$ cat src/rtl/alu_seq.sv
// alu_seq: registered ALU with valid/ready handshakes on both sides.
// Uses the same 5-bit function encoding as the older combinational ALU.
// MUL is either a WIDTH-cycle shift-add (MUL_SEQ=1) or single-cycle (MUL_SEQ=0).
// Results, flags and out_valid are all registered.
module alu_seq #(
    parameter int WIDTH   = 16,
    parameter bit MUL_SEQ = 1'b1
) (
    input  logic             clk,
    input  logic             rst,
    input  logic             in_valid,
    output logic             in_ready,
    input  logic [WIDTH-1:0] a,
    input  logic [WIDTH-1:0] b,
    input  logic [4:0]       f,
    output logic             out_valid,
    input  logic             out_ready,
    output logic [WIDTH-1:0] s,
    output logic             zero,
    output logic             neg,
    output logic             err
);

    localparam int CNT_W = $clog2(WIDTH);
    localparam logic [CNT_W-1:0] CNT_LAST  = CNT_W'(WIDTH - 1);
    localparam logic [WIDTH-1:0] SHIFT_LIM = WIDTH'(WIDTH);

    localparam logic [4:0] OP_ADD  = 5'b00000;
    localparam logic [4:0] OP_SUB  = 5'b00001;
    localparam logic [4:0] OP_MUL  = 5'b00010;
    localparam logic [4:0] OP_SHL  = 5'b00011;
    localparam logic [4:0] OP_SHR  = 5'b00100;
    localparam logic [4:0] OP_BAND = 5'b00101;
    localparam logic [4:0] OP_BOR  = 5'b00110;
    localparam logic [4:0] OP_BXOR = 5'b00111;
    localparam logic [4:0] OP_AND  = 5'b01000;
    localparam logic [4:0] OP_OR   = 5'b01001;
    localparam logic [4:0] OP_EQ   = 5'b01010;
    localparam logic [4:0] OP_NE   = 5'b01011;
    localparam logic [4:0] OP_GE   = 5'b01100;
    localparam logic [4:0] OP_LE   = 5'b01101;
    localparam logic [4:0] OP_GT   = 5'b01110;
    localparam logic [4:0] OP_LT   = 5'b01111;
    localparam logic [4:0] OP_NEG  = 5'b10000;
    localparam logic [4:0] OP_BNOT = 5'b10001;
    localparam logic [4:0] OP_NOT  = 5'b10010;

    typedef enum logic [1:0] {
        ST_IDLE = 2'd0,
        ST_MUL  = 2'd1,
        ST_DONE = 2'd2
    } state_t;

    state_t           state_r;
    logic [WIDTH-1:0] mul_a_r;
    logic [WIDTH-1:0] mul_b_r;
    logic [WIDTH-1:0] acc_r;
    logic [CNT_W-1:0] cnt_r;

    logic             accept_s;
    logic             seq_mul_s;
    logic [WIDTH:0]   eval_s;
    logic [WIDTH-1:0] step_acc_s;

    // Zero-extend a truth value to a full result word.
    function automatic logic [WIDTH-1:0] to_word(input logic x);
        return {{(WIDTH-1){1'b0}}, x};
    endfunction

    // Single-cycle evaluation of every function code; returns {err, result}.
    function automatic logic [WIDTH:0] alu_eval(input logic [WIDTH-1:0] op_a,
                                                 input logic [WIDTH-1:0] op_b,
                                                 input logic [4:0]       op_f);
        logic [WIDTH-1:0]        res;
        logic signed [WIDTH-1:0] sra;
        logic                    bad;
        logic                    big_shift;
        res       = '0;
        bad       = 1'b0;
        big_shift = (op_b >= SHIFT_LIM);
        // kept in a signed variable so the shift stays arithmetic
        sra       = $signed(op_a) >>> op_b;
        case (op_f)
            OP_ADD:  res = op_a + op_b;
            OP_SUB:  res = op_a - op_b;
            OP_MUL:  res = op_a * op_b;
            OP_SHL:  res = big_shift ? '0 : (op_a << op_b);
            OP_SHR:  res = big_shift ? {WIDTH{op_a[WIDTH-1]}} : sra;
            OP_BAND: res = op_a & op_b;
            OP_BOR:  res = op_a | op_b;
            OP_BXOR: res = op_a ^ op_b;
            OP_AND:  res = to_word((op_a != '0) && (op_b != '0));
            OP_OR:   res = to_word((op_a != '0) || (op_b != '0));
            OP_EQ:   res = to_word(op_a == op_b);
            OP_NE:   res = to_word(op_a != op_b);
            OP_GE:   res = to_word($signed(op_a) >= $signed(op_b));
            OP_LE:   res = to_word($signed(op_a) <= $signed(op_b));
            OP_GT:   res = to_word($signed(op_a) >  $signed(op_b));
            OP_LT:   res = to_word($signed(op_a) <  $signed(op_b));
            OP_NEG:  res = '0 - op_a;
            OP_BNOT: res = ~op_a;
            OP_NOT:  res = to_word(op_a == '0);
            default: begin
                res = '0;
                bad = 1'b1;
            end
        endcase
        return {bad, res};
    endfunction

    // Input readiness depends only on state and downstream readiness.
    always_comb begin
        in_ready = 1'b0;
        case (state_r)
            ST_IDLE: in_ready = 1'b1;
            ST_MUL:  in_ready = 1'b0;
            ST_DONE: in_ready = out_ready;
            default: in_ready = 1'b0;
        endcase
    end

    // Handshake decode, single-cycle result and next shift-add partial sum.
    always_comb begin
        accept_s   = in_valid && in_ready;
        seq_mul_s  = MUL_SEQ && (f == OP_MUL);
        eval_s     = alu_eval(a, b, f);
        step_acc_s = acc_r + (mul_b_r[0] ? mul_a_r : '0);
    end

    // Control FSM with the registered result, flags and out_valid.
    always_ff @(posedge clk) begin
        if (rst) begin
            state_r   <= ST_IDLE;
            out_valid <= 1'b0;
            s         <= '0;
            zero      <= 1'b1;
            neg       <= 1'b0;
            err       <= 1'b0;
            mul_a_r   <= '0;
            mul_b_r   <= '0;
            acc_r     <= '0;
            cnt_r     <= '0;
        end else begin
            case (state_r)
                ST_IDLE, ST_DONE: begin
                    if (accept_s) begin
                        if (seq_mul_s) begin
                            // operands captured here; later input changes are ignored
                            mul_a_r   <= a;
                            mul_b_r   <= b;
                            acc_r     <= '0;
                            cnt_r     <= '0;
                            out_valid <= 1'b0;
                            state_r   <= ST_MUL;
                        end else begin
                            s         <= eval_s[WIDTH-1:0];
                            zero      <= (eval_s[WIDTH-1:0] == '0);
                            neg       <= eval_s[WIDTH-1];
                            err       <= eval_s[WIDTH];
                            out_valid <= 1'b1;
                            state_r   <= ST_DONE;
                        end
                    end else if ((state_r == ST_DONE) && out_ready) begin
                        out_valid <= 1'b0;
                        state_r   <= ST_IDLE;
                    end
                end
                ST_MUL: begin
                    acc_r   <= step_acc_s;
                    mul_a_r <= mul_a_r << 1;
                    mul_b_r <= mul_b_r >> 1;
                    cnt_r   <= cnt_r + CNT_W'(1);
                    if (cnt_r == CNT_LAST) begin
                        s         <= step_acc_s;
                        zero      <= (step_acc_s == '0);
                        neg       <= step_acc_s[WIDTH-1];
                        err       <= 1'b0;
                        out_valid <= 1'b1;
                        cnt_r     <= '0;
                        state_r   <= ST_DONE;
                    end
                end
                default: begin
                    out_valid <= 1'b0;
                    state_r   <= ST_IDLE;
                end
            endcase
        end
    end

endmodule

$ cat config.mk
export PLATFORM = sky130hd
export DESIGN_NAME = alu_seq
export DESIGN_NICKNAME = d
export VERILOG_FILES = /design/src/rtl/alu_seq.sv
export SDC_FILE = /design/constraint.sdc
export NUM_CORES = 1
export LEC_CHECK = 0
export ABC_AREA = 1
export BUFFER_PORTS_ARGS = -buffer_cell sky130_fd_sc_hd__buf_4
export CAP_MARGIN = 30
export CORE_MARGIN = 8
export CORE_UTILIZATION = 59
export DETAILED_ROUTE_END_ITERATION = 8
export PLACE_DENSITY = 0.85
export SLEW_MARGIN = 20
export SYNTH_ARGS = -nofsm -noshare
export SYNTH_HDL_FRONTEND = slang
export SYNTH_SLANG_ARGS = --single-unit
$ cat constraint.sdc
create_clock -name clk -period 7 [get_ports clk]
set_clock_uncertainty 0.1 [all_clocks]
set_input_delay 1.4 -clock clk [delete_from_list [all_inputs] [get_ports clk]]
set_output_delay 1.4 -clock clk [all_outputs]
set_load 0.02 [all_outputs]
==> summary.md <==
| Metric | Value |
|---|---|
| Placed cell count | 2492 |
| Root Buffer | clkbuf_16 |
| Layout area overhead | 9.500% |
| Pre-Repair DR Iteration Count | 6 |
| Hold Crit Class | reg -> reg |
| WP data required | 7190 ps |
| 1st-iter DRT viols | 2236 |
| Gr usage total | 0.4034 |
| # nets final | 2462 |
| Die Y | 165.0 um |
| Core ar. | 21820 um2 |
| Synth area leader | nand2_1 |
| Clock Path Buffers | 2 |
| Flop pwr share | 0.136 |
| Placed Area | 14020 um2 |
| Fill cells | 1957 |
| CP max FO | 11 |
| NetSw | 0.001582 W |
| GPL Wtd Cong | 1.144 |
| # rows | 54 |
| Clock transition at path regs | 60 ps |
| Final slew viol count | 0 |
| Final ANT Viol Nets | 0 |
| Clock sinks | just over 70 |
| Kind of critical path | in -> reg |
| Number of synthesized flops with an enable pin | 0 |
| Critical Path Source Type | primary input |
| Combinational power share | 0.715 |
| Port Buf Inserts | about 60 |
| Crit-path most repeated cell | nand2_1 |
| Leak pwr | 7.729 nW |
| CP endpoint kind | flop |
| Final instance area | ~14000 um2 |
| Via density per instance | 6.146 |
| GRT Residual Overflow | 0 |
| Yosys top cell area share | 0.1853 |
| Top post-synthesis cells by area | nand2_1 19%, fa_1 13%, ha_1 11% |
| Most frequent cell after synthesis | nand2_1 |
| Reg2Reg Setup Slack | about 3600 ps |
| Min cycle time layout | 6668 ps |
| WP data arrival | 6850 ps |
| Tcrit/Tclk final | 0.9526 |
| Endpoints failing setup | 0 |
| Share of cells above drive strength 1 | 0.08797 |
| Mapped Cells | 2175 |
| Synthesized area per cell | 6.025 um2 |
| Initial antenna violation count | 2 |
| Yosys warnings | 0 |
| Via count | 15.42k |
| Net Sw Frac | 0.4975 |
| Hold buffers post-CTS | 0 |
| CP max-delay cell | fa_1 |
| Sequential area share after synthesis | 0.1100 |
| First-pass GRT wire length | 84.21 mm |
| CTS tree | yes |
| Vias in the first global route | 15.09k |
| Pwr/cell area | 221.6 nW/um2 |
| Synth async-reset ratio | 0 |
| WL per Instance | around 22 um |
| Worst Hold Slack | 368.4 ps |
| Synth top cells by count | 647 x nand2_1, 337 x inv_1, 206 x nand3_1 |
| Max_slew headroom | 0.3530 |
| I/O pins | 62 |
| Postcts setup bufs | 0 |
| Inserted Diodes | 0 |
| Fin. Hold Viols | 0 |
| HPWL after DPL | 43.18 mm |
| Die area | between 20000 and 30000 um2 |
| Post-Route WL | 54.57 mm |
| Initial core utilization | 0.6005 |
| Post-route insts no fill | 2508 |
| Clk Latency, worst-skew pair | 340 ps |
| Status | complete, no violations |
| Drt drc | 0 |
| #FFs+latches synth | 72 |
| Syn nets | roughly 2.4k |
| Yosys cell types | 52 |
| Clock power frac | 0.149 |
| Least-Margin Pin Slew | between 900 and 1000 ps |
| Max Clk Rate | 0.1500 GHz |
| P_int | about 0.0016 W |
| Max incr delay on CP | 550 ps |
| Cell area after synthesis | 13110 um2 |
| Pin count of the biggest net entering global routing | 42 |
| Die span in x | 165.0 um |
| Total CTS buffers | 9 |
| Max Cap Viol | 0 |
| H-tree levels | 3 |
| Most used DFF post-synth | dfxtp_1 |
| Worst vdd ir | 0.2143 mV |
==> stage by stage <==
stage | setup TNS [ps] | util | setup slack, ps | total power [W]
after floorplan | 0 | - | 31.52 | 0.001874
final | 0 | 0.6576 | 332.0 | 0.003180
after detailed placement | -23.93 | 0.6425 | -23.93 | 0.002572
after CTS | 0 | 0.6561 | 325.0 | 0.003046
after global routing | -33.35 | 0.6576 | -33.35 | 0.003471
after global placement | 0 | 0.6425 | 130.8 | 0.002499
==> worst paths after layout <==
path,startpoint,endpoint,cells after the start
max reg2reg,mul_b_r[0],zero,20
min reg2reg,acc_r[0],acc_r[0],2
max,b[3],zero,31
min,acc_r[0],acc_r[0],2
==> what timing repair did <==
item,in CTS,in global routing
gates resized for setup,0,5
hold endpoints to repair,0,0
endpoints found under the setup margin,0,1
==> power by group through the flow <==
stage	registers [W]	logic (W)	clock network (W)
floorplan	0.000453	0.00142	0
global placement	0.000442	0.00206	0
detailed placement	0.000442	0.00213	0
CTS	0.000434	0.00214	0.000470
global route	0.000435	0.00255	0.000488
finish	0.000434	0.00227	0.000472
==> logic make-up after synthesis <==
logic type / synth area share
buffers and inverters: 0.1361
and+or+nand+nor: 0.3632
xor gates and xnor gates: 0.01671
adders and majority gates: 0.2360
DFF: 0.1100
AOI/OAI and AO/OA: 0.1381
==> layout make-up <==
class                   count  area, um2  area share
flip-flops and latches     72       1441      0.1004
multi-input cells        1656       9922      0.6914
well taps                 280      350.3     0.02441
clock buffers              10      229.0     0.01596
clock inverters             6      67.56    0.004708
inverters                 348       1306     0.09103
repair buffers            136       1033     0.07202
==> state kept, by name, summed over array words and instances, names as in the netlist <==
register   count
err            1
acc_r         16
zero           1
mul_a_r       16
cnt_r          4
state_r        1
mul_b_r       16
out_valid      1
s             16
==> critical path: cells and delay by family <==
| family | cells | cell delay, ps |
|---|---|---|
| AOI/OAI and AO/OA | 3 | 340 |
| adders and majority gates | 8 | 2950 |
| buffers and inverters | 7 | 720 |
| and+or+nand+nor | 13 | 1420 |
==> per-layer routing <==
layer,share of wire,track usage,vias up
met2,0.45,0.6551,1053
met5,0.00044,0,-
li1,-,-,7042
met4,0.074,0.2465,4
met3,0.11,0.07154,272
met1,0.36,0.4902,7044
==> cells in the final DEF, fill, tap and decap left out, drive strengths merged, types with 5 or more instances in the layout <==
cell / netlist / layout
o221ai: 11 / 11
o21bai: 7 / 7
nand2: 654 / 654
buf: 52 / 136
nand3b: 8 / 8
o22ai: 14 / 14
or2: 7 / 7
a21oi: 119 / 119
ha: 116 / 116
nor4: 9 / 9
clkbuf: 47 / 10
fa: 82 / 82
nand4: 31 / 31
a211oi: 7 / 7
o21ai: 101 / 101
o211ai: 10 / 10
nand3: 210 / 210
dfxtp: 72 / 72
clkinv: 4 / 5
nor2: 174 / 174
a31oi: 32 / 32
xor2: 17 / 17
xnor2: 8 / 8
nor3: 20 / 20
inv: 344 / 346
Note: power is estimated with default switching activity, not from simulation.
